**config.mk**
```make
export PLATFORM = sky130hd
export DESIGN_NAME = cordic_rotate_iter_flat
export DESIGN_NICKNAME = d
export VERILOG_FILES = /design/src/rtl/cordic_rotate_iter_if.sv /design/src/rtl/cordic_rotate_iter.sv /design/src/flat_wrapper.sv
export SDC_FILE = /design/constraint.sdc
export NUM_CORES = 1
export LEC_CHECK = 0
export CAP_MARGIN = 20
export CORE_MARGIN = 1
export CORE_UTILIZATION = 50
export DETAILED_ROUTE_END_ITERATION = 6
export PLACE_DENSITY_LB_ADDON = 0.05
export SLEW_MARGIN = 20
export SYNTH_ARGS = -nofsm -noshare
export SYNTH_HDL_FRONTEND = slang
export SYNTH_SLANG_ARGS = --single-unit
```
**constraint.sdc**
```tcl
create_clock -name clk -period 5 [get_ports clk]
set_input_delay 1 -clock clk [delete_from_list [all_inputs] [get_ports clk]]
set_output_delay 1 -clock clk [all_outputs]
set_load 0.01 [all_outputs]
```
**src/rtl/cordic_rotate_iter_if.sv**
```systemverilog
// cordic_rotate_iter_if
// Groups the request, arctan-table and result signals of the iterative
// CORDIC rotator.
//   start               request a new rotation
//   x_in, y_in, z_in    initial vector and target angle (256 LSB/degree)
//   iter_idx            index presented to the external arctan table
//   alpha_i             arctan(2^-iter_idx) returned by the table
//   x_out, y_out, z_res rotated vector (gain K not removed) and residual angle
//   busy, done          rotation in progress / one-cycle result-valid pulse
// master: the requester and table side; slave: the rotator.
interface cordic_rotate_iter_if;
   logic               start;
   logic signed [15:0] x_in;
   logic signed [15:0] y_in;
   logic signed [15:0] z_in;
   logic        [3:0]  iter_idx;
   logic signed [15:0] alpha_i;
   logic signed [15:0] x_out;
   logic signed [15:0] y_out;
   logic signed [15:0] z_res;
   logic               busy;
   logic               done;

   modport master (
      output start, x_in, y_in, z_in, alpha_i,
      input  iter_idx, x_out, y_out, z_res, busy, done
   );

   modport slave (
      input  start, x_in, y_in, z_in, alpha_i,
      output iter_idx, x_out, y_out, z_res, busy, done
   );
endinterface

```
**src/rtl/cordic_rotate_iter.sv**
```systemverilog
// cordic_rotate_iter
// Iterative CORDIC in rotation mode: one micro-rotation per clock, ITER
// clocks per job. The arctan constants come from an external table that is
// addressed by iter_idx and read combinationally through alpha_i.
// Ports:
//   clk    sole clock, rising edge
//   rst_n  asynchronous active-low reset
//   bus    cordic_rotate_iter_if.slave (start, x_in, y_in, z_in, alpha_i in;
//          iter_idx, x_out, y_out, z_res, busy, done out)
// Parameter ITER: number of micro-rotations, legal range 1..16.
//
// state  | meaning
// IDLE   | waiting for start; iter_idx held at 0
// ROTATE | one micro-rotation per edge, iter_idx = current iteration
module cordic_rotate_iter #(
   parameter int ITER = 16
) (
   input logic                 clk,
   input logic                 rst_n,
   cordic_rotate_iter_if.slave bus
);

   typedef enum logic {
      IDLE,
      ROTATE
   } state_t;

   localparam logic [3:0] LAST_IDX = 4'(ITER - 1);

   state_t             state;
   state_t             state_nxt;
   logic               load;
   logic               step;
   logic               finish;

   logic signed [17:0] x_r;
   logic signed [17:0] y_r;
   logic signed [15:0] z_r;
   logic        [3:0]  iter_r;
   logic               busy_r;
   logic               done_r;
   logic signed [15:0] x_out_r;
   logic signed [15:0] y_out_r;
   logic signed [15:0] z_res_r;

   logic signed [17:0] x_sh;
   logic signed [17:0] y_sh;
   logic signed [17:0] x_nx;
   logic signed [17:0] y_nx;
   logic signed [15:0] z_nx;
   logic               z_pos;

   // Clamp the 18-bit datapath into the 16-bit output range; the gain K
   // lets the internal vector exceed 16 bits for large inputs.
   function automatic logic signed [15:0] sat16(input logic signed [17:0] v);
      if (v > 18'sd32767) begin
         return 16'sh7fff;
      end else if (v < -18'sd32768) begin
         return 16'sh8000;
      end else begin
         return v[15:0];
      end
   endfunction

   always_ff @(posedge clk or negedge rst_n) begin
      if (!rst_n) begin
         state <= IDLE;
      end else begin
         state <= state_nxt;
      end
   end

   always_comb begin
      state_nxt = state;
      load      = 1'b0;
      step      = 1'b0;
      finish    = 1'b0;
      case (state)
         IDLE: begin
            if (bus.start) begin
               load      = 1'b1;
               state_nxt = ROTATE;
            end
         end
         ROTATE: begin
            step = 1'b1;
            if (iter_r == LAST_IDX) begin
               finish    = 1'b1;
               state_nxt = IDLE;
            end
         end
         default: state_nxt = IDLE;
      endcase
   end

   // Rotation direction follows the sign of the remaining angle; z = 0
   // rotates positively.
   assign z_pos = ~z_r[15];
   assign x_sh  = x_r >>> iter_r;
   assign y_sh  = y_r >>> iter_r;
   assign x_nx  = z_pos ? (x_r - y_sh) : (x_r + y_sh);
   assign y_nx  = z_pos ? (y_r + x_sh) : (y_r - x_sh);
   assign z_nx  = z_pos ? (z_r - bus.alpha_i) : (z_r + bus.alpha_i);

   always_ff @(posedge clk or negedge rst_n) begin
      if (!rst_n) begin
         x_r     <= '0;
         y_r     <= '0;
         z_r     <= '0;
         iter_r  <= '0;
         busy_r  <= 1'b0;
         done_r  <= 1'b0;
         x_out_r <= '0;
         y_out_r <= '0;
         z_res_r <= '0;
      end else begin
         done_r <= 1'b0;
         if (load) begin
            x_r    <= {{2{bus.x_in[15]}}, bus.x_in};
            y_r    <= {{2{bus.y_in[15]}}, bus.y_in};
            z_r    <= bus.z_in;
            iter_r <= '0;
            busy_r <= 1'b1;
         end else if (step) begin
            x_r <= x_nx;
            y_r <= y_nx;
            z_r <= z_nx;
            if (finish) begin
               iter_r  <= '0;
               busy_r  <= 1'b0;
               done_r  <= 1'b1;
               x_out_r <= sat16(x_nx);
               y_out_r <= sat16(y_nx);
               z_res_r <= z_nx;
            end else begin
               iter_r <= iter_r + 4'd1;
            end
         end
      end
   end

   assign bus.iter_idx = iter_r;
   assign bus.busy     = busy_r;
   assign bus.done     = done_r;
   assign bus.x_out    = x_out_r;
   assign bus.y_out    = y_out_r;
   assign bus.z_res    = z_res_r;

endmodule

```
**src/flat_wrapper.sv**
```systemverilog
// flat-port wrapper written by rule: the top's interface ports become plain ports
module cordic_rotate_iter_flat 
#(
   parameter int ITER = 16
)
  (clk, rst_n, bus_start, bus_x_in, bus_y_in, bus_z_in, bus_alpha_i, bus_iter_idx, bus_x_out, bus_y_out, bus_z_res, bus_busy, bus_done);
  cordic_rotate_iter_if bus_i ();
  input logic clk;
  input logic rst_n;
  input wire logic [$bits(bus_i.start)-1:0] bus_start;
  input wire logic [$bits(bus_i.x_in)-1:0] bus_x_in;
  input wire logic [$bits(bus_i.y_in)-1:0] bus_y_in;
  input wire logic [$bits(bus_i.z_in)-1:0] bus_z_in;
  input wire logic [$bits(bus_i.alpha_i)-1:0] bus_alpha_i;
  output wire logic [$bits(bus_i.iter_idx)-1:0] bus_iter_idx;
  output wire logic [$bits(bus_i.x_out)-1:0] bus_x_out;
  output wire logic [$bits(bus_i.y_out)-1:0] bus_y_out;
  output wire logic [$bits(bus_i.z_res)-1:0] bus_z_res;
  output wire logic [$bits(bus_i.busy)-1:0] bus_busy;
  output wire logic [$bits(bus_i.done)-1:0] bus_done;
  assign bus_i.start = bus_start;
  assign bus_i.x_in = bus_x_in;
  assign bus_i.y_in = bus_y_in;
  assign bus_i.z_in = bus_z_in;
  assign bus_i.alpha_i = bus_alpha_i;
  assign bus_iter_idx = bus_i.iter_idx;
  assign bus_x_out = bus_i.x_out;
  assign bus_y_out = bus_i.y_out;
  assign bus_z_res = bus_i.z_res;
  assign bus_busy = bus_i.busy;
  assign bus_done = bus_i.done;
  cordic_rotate_iter #(.ITER(ITER)) u_core (.clk(clk), .rst_n(rst_n), .bus(bus_i));
endmodule
```
-- Yosys cells after proc, flatten, opt, wreduce, memory -nomap -nowiden
Index checks and enable logic that the tools add are counted.
- add/sub/neg operators: 7
- order comparisons: 4
- eq/ne operators: 1
- shifts and indexed selects: 2
- mux-type cells: 29
- bitwise logic cells: 2
- reductions and logical operators: 4
- operators with widths (cell ; number):
    $mux W16 ; 7
    $mux W18 ; 6
    $add A18 B18 Y18 ; 2
    $gt A18 B16 Y1 const B ; 2
    $lt A18 B16 Y1 const B ; 2
    $sshr A18 B4 Y18 ; 2
    $sub A18 B18 Y18 ; 2
    $add A16 B16 Y16 ; 1
    $sub A16 B16 Y16 ; 1
    $mux W1 ; 12
    $mux W4 ; 3
    $add A4 B1 Y4 const B ; 1
    $eq A4 B4 Y1 const B ; 1
    $reduce_bool A2 Y1 ; 2
    $reduce_and A3 Y1 ; 1
    $not A1 Y1 ; 2
    $pmux W1 S2 ; 1
    $reduce_and A2 Y1 ; 1
- flip-flop bits (word level): 107
- input bits: 67
- word-level logic and storage cells: 59

-- Logic depth before layout (Yosys ltp)
Gate-level depths: netlist of run 1.
- word-level depth: 6
- gate-level depth with buffers: 24
- mapped depth without buffers: 20

-- Worst setup path before layout of run 1
OpenSTA, ideal clock, no wires.
- path type: register -> register
- start: reg u_core.iter_r[2], in the netlist u_core.bus.iter_idx[2]
- end: reg u_core.x_out_r[0], in the netlist u_core.bus.x_out[0]
- setup time: 0.132 ns
- arrival time: 5.198 ns
- data required time: 4.868 ns
- path slack: -0.330 ns
- stages on the path, launching flop included: 24
- path buffers: 5
- cell sequence: dfrtp_1 buf_2 buf_1 clkbuf_1 clkbuf_1 mux4_2 inv_1 ha_1 and2_1 nand2_1 nor3_1 nor2_1 xnor2_1 ha_1 a21oi_1 inv_1 or4_1 a21oi_1 o31ai_1 a31oi_1 xnor2_2 a21oi_2 buf_4 o22ai_1
- longest elaborated chain between the ends: 6
- elaborated cells between the ends (all ways): 12
- those cells by class: add/sub (2); order compare (2); eq/ne (1); shift (1); mux (5); reduce/logical (1)
- ends and longest elaborated chain (item ; RTL line ; text):
    start: declaration ; cordic_rotate_iter.sv:39 ; logic [3:0] iter_r;
    start signal: assignment ; cordic_rotate_iter.sv:136 ; iter_r <= iter_r + 4'd1;
    $sshr A18 B4 Y18 ; cordic_rotate_iter.sv:100 ; assign y_sh = y_r >>> iter_r;
    $sub A18 B18 Y18 / $add A18 B18 Y18 (equally long branches) ; cordic_rotate_iter.sv:101 ; assign x_nx = z_pos ? (x_r - y_sh) : (x_r + y_sh);
    $mux W18 ; cordic_rotate_iter.sv:101 ;
    $lt A18 B16 Y1 ; cordic_rotate_iter.sv:58 ; end else if (v < -18'sd32768) begin
    $mux W16 ; cordic_rotate_iter.sv:58 ;
    $mux W16 ; cordic_rotate_iter.sv:56 ; if (v > 18'sd32767) begin
    end signal: assignment ; cordic_rotate_iter.sv:132 ; x_out_r <= sat16(x_nx);
    end: declaration ; cordic_rotate_iter.sv:42 ; logic signed [15:0] x_out_r;
Parallel ways exist; a longest one is shown, timed or not.
A chain may end at the register's enable or synchronous reset.

-- Worst setup path after layout of run 1
- start: reg u_core.iter_r[1], in the netlist u_core.bus.iter_idx[1]
- end: reg u_core.y_out_r[12], in the netlist u_core.bus.y_out[12]
- longest elaborated chain between the ends: 6
- elaborated cells between the ends (all ways): 12
- those cells by class: add/sub (2); order compare (2); eq/ne (1); shift (1); mux (5); reduce/logical (1)
- ends and longest elaborated chain (item ; RTL line ; text):
    $sshr A18 B4 Y18 ; cordic_rotate_iter.sv:99 ; assign x_sh = x_r >>> iter_r;
    $add A18 B18 Y18 / $sub A18 B18 Y18 (equally long branches) ; cordic_rotate_iter.sv:102 ; assign y_nx = z_pos ? (y_r + x_sh) : (y_r - x_sh);
    $mux W18 ; cordic_rotate_iter.sv:102 ;
    $lt A18 B16 Y1 ; cordic_rotate_iter.sv:58 ;
    $mux W16 ; cordic_rotate_iter.sv:58 ;
    $mux W16 ; cordic_rotate_iter.sv:56 ;
    end signal: assignment ; cordic_rotate_iter.sv:133 ; y_out_r <= sat16(y_nx);
    end: declaration ; cordic_rotate_iter.sv:43 ; logic signed [15:0] y_out_r;
Parallel ways exist; a longest one is shown, timed or not.

==> impl_metrics.env, run 1 <==
export IMPL_outcome="complete, no violations"
export IMPL_required_ps=5250
export IMPL_rsz0062_at_grt="yes"
export IMPL_seqCellArea_sq_um=2690
export IMPL_synth_nets=1197
export IMPL_row_count=50
export IMPL_synth_ff_type="dfrtp_1"
export IMPL_syn_inst=1074
export IMPL_die_w_um=140
export IMPL_multi_input_area_sq_um=6710
export IMPL_yosys_warnings=0
export IMPL_hold_viol_final=0
export IMPL_final_design_area_no_fill_sq_um=12700
export IMPL_synth_top_family_by_area="compound AO/OA/AOI/OAI gates"
export IMPL_cts_root_buf="clkbuf_16"
export IMPL_critPathArrivalTime_ps=5220
export IMPL_grt_pass1_wl_um=46800
export IMPL_dr_pass1_iters=5
export IMPL_antenna_found_initial=0
export IMPL_layout_nets=1442
export IMPL_synth_compound_area_share_pct=22.1
export IMPL_post_drt_wl_per_cell_um=18.9
export IMPL_worst_pin_slew_ps=982
export IMPL_slew_violations=0
export IMPL_grt_pass1_vias=8906
export IMPL_start_util_pct=51.1
export IMPL_clk_pin_slew_ps=80
export IMPL_clock_sinks=107
export IMPL_fin_skew_ps=14.8
export IMPL_synth_area_leaders="dfrtp_1 28%, mux4_2 8.0%, ha_1 6.9%"
export IMPL_syn_to_final_growth_pct=32.4
export IMPL_htree_levels=3
export IMPL_synthSimpleGateAreaFrac_pct=16.3
export IMPL_dr_wl_met2_um=13600
export IMPL_nFillCells=1551
export IMPL_yosysTopAreaCell="dfrtp_1"
export IMPL_ys_seq_elements=107
export IMPL_synth_edff_count=0
export IMPL_grt_max_degree=95
export IMPL_ys_async_sr_fraction_pct=100
export IMPL_drt_vias_per_instance=5.93
export IMPL_place_detailed_hpwl_um=22200
export IMPL_clkLatencyLatePin_ps=370
export IMPL_period_share_pct=99.3
export IMPL_fmax_ghz=0.201
export IMPL_endpoint_kind="register"
export IMPL_drv_cap=0
export IMPL_drt_iter0_drc=543
export IMPL_drcViolationCount=0
export IMPL_hp_class="register to register"
export IMPL_setup_viol_count_final=0
export IMPL_cts_tree="yes"
export IMPL_placed_area_sq_um=12000
export IMPL_ant_nets=0
export IMPL_avgSynthCellArea_sq_um=8.90
export IMPL_wl_met1_um=13500
export IMPL_max_slew_margin_pct=34.5
export IMPL_syn_area_sq_um=9560
export IMPL_synthAdderAreaFrac_pct=7.56
export IMPL_cp_max_fo=13
export IMPL_grt_usage_pct=30.3
export IMPL_dr_wl_met3_um=1840
export IMPL_clock_tree_buffer_depth=2
export IMPL_vias=9227
export IMPL_grt_overflow=0
export IMPL_synth_seq_area_share_pct=28.0
export IMPL_cp_start_kind="register"
export IMPL_synth_top_cell_area_share_pct=28.0
export IMPL_synth_xor_area_share_pct=8.11
export IMPL_routed_wirelength_um=29400
export IMPL_pin_count=121
export IMPL_routed_top_layer="met4"
export IMPL_post_route_min_period_ps=4970
export IMPL_core_sq_um=18700
export IMPL_n_antenna_cell=0
export IMPL_die_area_sq_um=19700
export IMPL_drive_gt1_share_pct=22.3
export IMPL_die_h_um=140
export IMPL_crit_type="register to register"
export IMPL_ys_types=77
export IMPL_synth_mux_area_share_pct=13.8
export IMPL_numCtsBuffers=9
export IMPL_port_buffers=120
export IMPL_place_gp_congestion=0.950
synth_stat cells (15+ instances only):
cell type,instances
nand2_1,104
nor2b_1,37
o21ai_0,72
xnor2_1,45
mux4_2,34
inv_1,28
nand2b_1,21
xor2_1,38
a21oi_1,84
nor2_1,83
and2_1,15
mux2i_1,37
ha_1,53
a211oi_1,27
clkbuf_1,38
dfrtp_1,107
registers in the layout, summed over array words and instances, names as in the netlist:
| register | flops |
|---|---|
| u_core.bus.busy | 1 |
| u_core.bus.done | 1 |
| u_core.bus.iter_idx | 4 |
| u_core.bus.x_out | 16 |
| u_core.bus.y_out | 16 |
| u_core.bus.z_res | 16 |
| u_core.state | 1 |
| u_core.x_r | 18 |
| u_core.y_r | 18 |
| u_core.z_r | 16 |
critical path, cell delays in order, from the launching register on:
cell and delay, ps:
dfrtp_4 510, buf_12 150, buf_6 130, mux4_2 300
mux4_2 500, and4b_1 290, and3b_2 220, nor2_1 50
xor2_1 190, ha_2 210, or4_4 430, o22ai_4 170
o21ai_2 80, o31a_1 270, o31ai_2 190, buf_4 190
and3_4 180, nor3_1 60, buf_4 150, nor3b_4 150
buf_12 170, a221o_1 260
metrics by stage:
| stage | hold WS, ps | util [%] | std cells | setup WS (ps) | TNS [ps] |
|---|---|---|---|---|---|
| floorplan | 514 | - | 1074 | 3.41 | 0 |
| global placement | 466 | 64.4 | 1531 | -249 | -5190 |
| detailed placement | 469 | 64.4 | 1531 | -259 | -6280 |
| CTS | 491 | 66.5 | 1552 | 1.25 | 0 |
| global route | 516 | 67.7 | 1557 | -146 | -2180 |
| finish | 482 | 67.7 | 1557 | 33.2 | 0 |
cell usage in the layout, fill, tap and decap left out, types with 12 or more instances in the layout:
cell type,Yosys,routed
dfrtp_1,107,103
buf_4,2,168
o21ai_0,72,67
o211ai_1,13,13
a21oi_1,84,81
nand2_1,104,104
mux2i_1,37,35
and2_1,15,13
mux2_2,13,13
xor2_1,38,38
inv_1,28,28
a221o_1,12,12
o21a_1,14,14
xnor2_1,45,43
a211oi_1,27,24
a31oi_1,13,12
nand2b_1,21,21
a21o_1,14,14
mux4_2,34,34
nor3_1,14,13
nor2b_1,37,37
nor2_1,83,81
clkdlybuf4s50_1,0,118
ha_1,53,50
metal layers:
metal  track usage (%)  vias to the layer above
li1                  -                     4437
met2              48.3                      298
met4              8.56                        0
met1              42.8                     4461
met3              4.41                       31
met5                 0                        -
worst paths after layout:
kind,startpoint,endpoint,slack [ps],depth (start not counted)
setup reg to reg,u_core.bus.iter_idx[1],u_core.bus.y_out[12],30,21
setup / recovery,u_core.bus.iter_idx[1],u_core.bus.y_out[12],30,21
max in group asynchronous,rst_n,u_core.bus.iter_idx[1],3380,2
min in group asynchronous,rst_n,u_core.bus.x_out[8],640,1
hold / removal,u_core.bus.z_res[13],u_core.bus.z_res[13],480,2
hold reg to reg,u_core.bus.z_res[13],u_core.bus.z_res[13],480,2
area by class of cell:
type | instances | area share [%]
clock buffer | 10 | 1.81
clock inverter | 5 | 0.356
inverter | 32 | 0.949
multi-input combinational | 875 | 53.0
sequential | 107 | 21.2
tap | 234 | 2.31
timing repair buffer | 294 | 20.3
logic make-up after synthesis:
logic type / count (synthesis)
adders and majority gates: 56
DFF: 107
buffers and inverters: 93
and+or+nand+nor: 322
muxes: 87
xor gates and xnor gates: 86
AOI/OAI and AO/OA: 323
what timing repair did:
item                                    CTS  global route
hold buffers                              0             0
resized for setup                        16            36
gates cloned                              0             1
pin swaps                                 6            17
setup buffers                             6             5
endpoints found under the setup margin   30            34
Power of run 1 is not shown: default switching activity piles up to over one toggle a cycle in this logic, so the estimate is an artifact.
==> run 2: changes to the inputs <==
--- a/config.mk
+++ b/config.mk
@@ -9,6 +9,7 @@
 export CORE_MARGIN = 1
 export CORE_UTILIZATION = 50
 export DETAILED_ROUTE_END_ITERATION = 6
+export GPL_TIMING_DRIVEN = 0
 export PLACE_DENSITY_LB_ADDON = 0.05
 export SLEW_MARGIN = 20
 export SYNTH_ARGS = -nofsm -noshare
==> constraint.sdc (replaced) <==
create_clock -name clk -period 4.92 [get_ports clk]
set_input_delay 0.984 -clock clk [delete_from_list [all_inputs] [get_ports clk]]
set_output_delay 0.984 -clock clk [all_outputs]
set_load 0.01 [all_outputs]
==> run 2 against run 1 <==
Compared with the run above: the run now ends with design-rule violations, negative setup slack left; first-iteration DRC count up 37%; routed wire length is 14% higher; fmax shrank 2.2%; via count up 3.0%; worst setup slack worse by 190 ps; non-clock buffer count fell by 55; clock skew fell by 6.7 ps; utilization increased by 0.067 points; global-route usage rose by 4.0 points; critical path type unchanged; critical endpoint is now u_core.bus.x_out[1]; highest routed layer unchanged.
==> impl_metrics.env, run 2 (synthesis gave the netlist of run 1 again) <==
export IMPL_pin_count=121
export IMPL_grt_max_degree=56
export IMPL_post_drt_wl_per_cell_um=22.4
export IMPL_period_share_pct=103
export IMPL_hp_start="u_core.bus.z_res[14]"
export IMPL_drt_iter0_drc=746
export IMPL_setup_viol_count_final=29
export IMPL_cts_tree="yes"
export IMPL_drv_cap=0
export IMPL_row_count=50
export IMPL_antenna_found_initial=0
export IMPL_numCtsBuffers=9
export IMPL_worst_path_buf_inv=5
export IMPL_core_sq_um=18700
export IMPL_n_antenna_cell=0
export IMPL_vias=9501
export IMPL_dr_pass1_iters=7
export IMPL_htree_levels=3
export IMPL_cp_cell_sequence="buf_12, buf_12, mux4_2, mux4_2, inv_2, ha_4, and2_4, nand2_4, nor3_4, nor2_2, xnor2_1, ha_1, a21oi_2, inv_1, or4_4, a21oi_4, o31ai_4, a31oi_4, xnor2_4, a21oi_4, buf_6, o22ai_2"
export IMPL_crit_type="register to register"
export IMPL_largestRegisters="u_core.x_r x18, u_core.y_r x18"
export IMPL_syn_to_final_growth_pct=32.5
export IMPL_whs_ps=484
export IMPL_final_common_cell="clkdlybuf4s50_1"
export IMPL_max_slew_margin_pct=43.8
export IMPL_drt_vias_per_instance=6.33
export IMPL_worst_slack_ps=-158
export IMPL_clkLatencyLatePin_ps=370
export IMPL_cp_max_fo=7
export IMPL_grt_pass1_vias=9068
export IMPL_worst_pin_slew_ps=843
export IMPL_critPathTopFamily="compound AO/OA/AOI/OAI gates"
export IMPL_start_util_pct=51.1
export IMPL_hold_buffers=0
export IMPL_required_ps=5160
export IMPL_drive_gt1_share_pct=20.6
export IMPL_layout_nets=1387
export IMPL_place_gp_congestion=0.993
export IMPL_dp_slack_ps=-1030
export IMPL_rsz0062_at_grt="yes"
export IMPL_grt_usage_pct=34.3
export IMPL_grt_overflow=0
export IMPL_critPathArrivalTime_ps=5320
export IMPL_place_detailed_hpwl_um=24100
export IMPL_clock_sinks=107
export IMPL_cp_slowest_cell="mux4_2"
export IMPL_grt_pass1_wl_um=50900
export IMPL_post_route_min_period_ps=5080
export IMPL_layout_common_cells="118 x clkdlybuf4s50_1, 104 x dfrtp_1, 99 x nand2_1, 78 x a21oi_1, 77 x nor2_1"
export IMPL_die_w_um=140
export IMPL_port_buffers=119
export IMPL_ant_nets=0
export IMPL_drcViolationCount=6
export IMPL_fmax_ghz=0.197
export IMPL_fin_skew_ps=8.10
export IMPL_cts_root_buf="clkbuf_16"
export IMPL_rr_startpoint="u_core.bus.iter_idx[1]"
export IMPL_critPathMaxStageDelay_ps=520
export IMPL_die_h_um=140
export IMPL_die_area_sq_um=19700
export IMPL_clk_pin_slew_ps=80
export IMPL_clock_tree_buffer_depth=2
export IMPL_violations="design-rule violations, negative setup slack"
export IMPL_hold_viol_final=0
export IMPL_routed_wirelength_um=33600
export IMPL_cp_start_kind="register"
export IMPL_endpoint_kind="register"
export IMPL_outcome="finished, violations left"
export IMPL_startpoint="u_core.bus.iter_idx[1]"
export IMPL_slew_violations=0
export IMPL_hp_class="register to register"
## run 2: final timing paths
kind,cells past startpoint,slack (ps),to
setup reg to reg,22,-160,u_core.bus.x_out[1]
hold reg to reg,2,480,u_core.bus.z_res[14]
setup / recovery,22,-160,u_core.bus.x_out[1]
min in group asynchronous,1,580,u_core.bus.x_out[11]
max in group asynchronous,2,3630,u_core.y_r[8]
hold / removal,2,480,u_core.bus.z_res[14]
## run 2: final cells by class
cell class                 instances  area, sq um
fill                            1582         6030
tap                              234          293
timing repair buffer             179         1770
multi-input combinational        875         7130
buffer                            60          392
clock inverter                     6         56.3
clock buffer                       9          225
inverter                          32          123
sequential                       107         2680
## run 2: per-layer routing
layer | vias to the layer above | track usage, % | share of wire [%]
met5 | - | 0 | 0
li1 | 4328 | - | -
met1 | 4586 | 48.7 | 43
met3 | 81 | 6.63 | 9.4
met2 | 506 | 51.8 | 44
met4 | 0 | 12.9 | 3.4
## run 2: worst reg2reg max path: stages, from the launching register on
cell and delay (ps):
dfrtp_2 500, buf_12 160, buf_12 120, mux4_2 520
mux4_2 510, inv_2 80, ha_4 120, and2_4 170
nand2_4 60, nor3_4 190, nor2_2 70, xnor2_1 130
ha_1 320, a21oi_2 150, inv_1 70, or4_4 500
a21oi_4 170, o31ai_4 130, a31oi_4 220, xnor2_4 180
a21oi_4 330, buf_6 200, o22ai_2 70
## run 2: stage by stage
stage               setup TNS (ps)  cells  instance area (sq um)  util (%)
finish                       -3010   1502                  12700      67.7
global route                 -7030   1502                  12700      67.7
CTS                          -2580   1486                  12200      65.0
detailed placement          -29230   1428                  11100      59.5
global placement           -193300   1427                  11100      59.3
floorplan                        0   1074                   9610         -
## run 2: timing repair
action                                  4_1_cts  5_1_grt
endpoints found under the setup margin       39       38
hold endpoints to repair                      0        0
buffers inserted                             37       17
gates cloned                                  6        1
resized for setup                            95       97
pin swaps                                    24       79
Power of run 2 is left out for the same reason.
==> run 3: changes to the inputs <==
--- a/config.mk
+++ b/config.mk
@@ -10,6 +10,7 @@
 export CORE_UTILIZATION = 50
 export DETAILED_ROUTE_END_ITERATION = 6
 export GPL_TIMING_DRIVEN = 0
+export MAX_ROUTING_LAYER = met4
 export PLACE_DENSITY_LB_ADDON = 0.05
 export SLEW_MARGIN = 20
 export SYNTH_ARGS = -nofsm -noshare
==> run 3 against run 2 <==
Compared with the run above: the run ends with negative setup slack left; via count decreased by 0.59%; non-clock buffer count increased by 15; final cell count increased by 1.1%; largest cell class unchanged; first-iteration DRC count increased by 7.1%; clock-buffer cell count unchanged; routed wire length increased by 0.18%; sequential share of layout area decreased by 0.097 points; global-route usage increased by 1.6 points.
==> impl_metrics.env, run 3 (synthesis gave the netlist of run 1 again) <==
export IMPL_outcome="finished, violations left"
export IMPL_violations="negative setup slack"
export IMPL_drv_cap=0
export IMPL_numCtsBuffers=9
export IMPL_drt_vias_per_instance=6.22
export IMPL_core_sq_um=18700
export IMPL_antenna_found_initial=0
export IMPL_syn_to_final_growth_pct=33.1
export IMPL_grt_max_degree=57
export IMPL_drcViolationCount=0
export IMPL_worst_pin_slew_ps=835
export IMPL_fin_skew_ps=12.7
export IMPL_grt_pass1_vias=9124
export IMPL_grt_usage_pct=35.9
export IMPL_cp_max_fo=7
export IMPL_layout_nets=1402
export IMPL_endpoint_kind="register"
export IMPL_max_slew_margin_pct=44.3
export IMPL_largestRegisters="u_core.x_r x18, u_core.y_r x18"
export IMPL_clock_sinks=107
export IMPL_cts_tree="yes"
export IMPL_grt_overflow=0
export IMPL_drive_gt1_share_pct=21.0
export IMPL_post_drt_wl_per_cell_um=22.2
export IMPL_hold_buffers=0
export IMPL_cp_slowest_cell="mux4_2"
export IMPL_reg2reg_depth=22
export IMPL_worst_slack_ps=-145
export IMPL_drt_iter0_drc=799
export IMPL_critPathMaxStageDelay_ps=550
export IMPL_routed_wirelength_um=33700
export IMPL_critPathTopFamily="compound AO/OA/AOI/OAI gates"
export IMPL_clkLatencyLatePin_ps=370
export IMPL_layout_common_cells="118 x clkdlybuf4s50_1, 105 x dfrtp_1, 101 x nand2_1, 76 x a21oi_1, 75 x nor2_1"
export IMPL_cts_root_buf="clkbuf_16"
export IMPL_worst_path_buf_inv=4
export IMPL_die_w_um=140
export IMPL_port_buffers=119
export IMPL_critPathArrivalTime_ps=5310
export IMPL_slew_violations=0
export IMPL_cp_cell_sequence="buf_6, buf_4, mux4_2, mux2_2, nand2b_1, a211oi_2, and2_4, nand2_4, nor3_4, nor2_2, xnor2_1, ha_1, a21oi_2, inv_2, or4_4, a21oi_4, o31ai_4, a31oi_4, xnor2_4, a21oi_4, buf_6, o22ai_1"
export IMPL_pin_count=121
export IMPL_row_count=50
export IMPL_dr_pass1_iters=5
export IMPL_min_to="u_core.bus.z_res[14]"
export IMPL_dp_slack_ps=-1140
export IMPL_hold_viol_final=0
export IMPL_final_common_cell="clkdlybuf4s50_1"
export IMPL_hp_class="register to register"
export IMPL_crit_type="register to register"
export IMPL_vias=9445
export IMPL_grt_pass1_wl_um=51800
export IMPL_n_antenna_cell=0
export IMPL_cp_start_kind="register"
export IMPL_post_route_min_period_ps=5070
export IMPL_hp_start="u_core.bus.z_res[14]"
export IMPL_start_util_pct=51.1
export IMPL_die_h_um=140
export IMPL_htree_levels=3
export IMPL_clock_tree_buffer_depth=2
export IMPL_rr_startpoint="u_core.bus.iter_idx[1]"
export IMPL_place_detailed_hpwl_um=24100
export IMPL_rrSetupSlack_ps=-150
export IMPL_setup_viol_count_final=31
export IMPL_whs_ps=481
export IMPL_place_gp_congestion=1.00
export IMPL_rsz0062_at_grt="yes"
export IMPL_hold_depth=2
export IMPL_required_ps=5160
export IMPL_nFillCells=1572
export IMPL_period_share_pct=103
export IMPL_die_area_sq_um=19700
export IMPL_r2r_end="u_core.bus.x_out[10]"
export IMPL_clk_pin_slew_ps=90
export IMPL_fmax_ghz=0.197
export IMPL_ant_nets=0
[run 3: routing by layer]
| metal | global-route usage [%] | routed length, um | vias up | share of wire (%) |
|---|---|---|---|---|
| li1 | - | - | 4374 | - |
| met1 | 47.9 | 14400 | 4587 | 43 |
| met2 | 54.9 | 15300 | 429 | 45 |
| met3 | 7.69 | 3210 | 55 | 9.5 |
| met4 | 10.5 | 835 | 0 | 2.5 |
| met5 | - | 0 | - | 0 |
[run 3: worst max path at each step]
| stage | start | endpoint | cells after the start |
|---|---|---|---|
| finish | u_core.bus.iter_idx[1] | u_core.bus.x_out[10] | 22 |
| global route | u_core.bus.iter_idx[1] | u_core.bus.x_out[0] | 23 |
| CTS | u_core.bus.iter_idx[1] | u_core.bus.x_out[0] | 23 |
| detailed placement | u_core.bus.iter_idx[0] | u_core.bus.y_out[11] | 21 |
| global placement | rst_n | u_core.bus.y_out[6] | 1 |
| floorplan | u_core.bus.iter_idx[1] | u_core.bus.x_out[0] | 23 |
[run 3: area by class of cell]
cell class | instances | area, sq um | share of cell area, %
buffer | 61 | 392 | 3.08
clock buffer | 9 | 225 | 1.77
clock inverter | 7 | 97.6 | 0.767
inverter | 32 | 123 | 0.964
multi-input combinational | 875 | 7080 | 55.6
sequential | 107 | 2680 | 21.1
tap | 234 | 293 | 2.30
timing repair buffer | 193 | 1840 | 14.4
[run 3: timing repair]
| item | in CTS | in global routing |
|---|---|---|
| gates resized for setup | 107 | 53 |
| pin swaps | 45 | 35 |
| setup endpoints to repair | 39 | 39 |
| cloned | 4 | 0 |
| setup buffers | 64 | 14 |
[run 3: worst reg2reg max path, cell delays in order (launching register included)]
cell and delay, ps:
dfrtp_1 380, buf_6 140, buf_4 130, mux4_2 550, mux2_2 320, nand2b_1 200
a211oi_2 280, and2_4 200, nand2_4 50, nor3_4 190, nor2_2 50, xnor2_1 140
ha_1 320, a21oi_2 180, inv_2 60, or4_4 430, a21oi_4 200, o31ai_4 110
a31oi_4 240, xnor2_4 190, a21oi_4 330, buf_6 190, o22ai_1 80
[run 3: through the flow]
stage	setup TNS (ps)	instances	util, %	cell area, sq um
after floorplan	0	1074	-	9610
after global placement	-194660	1427	59.3	11100
after detailed placement	-31190	1428	59.5	11100
after CTS	-1410	1512	66.5	12400
after global routing	-8650	1518	68.0	12700
final	-2690	1518	68.0	12700
Power of run 3 is left out for the same reason.
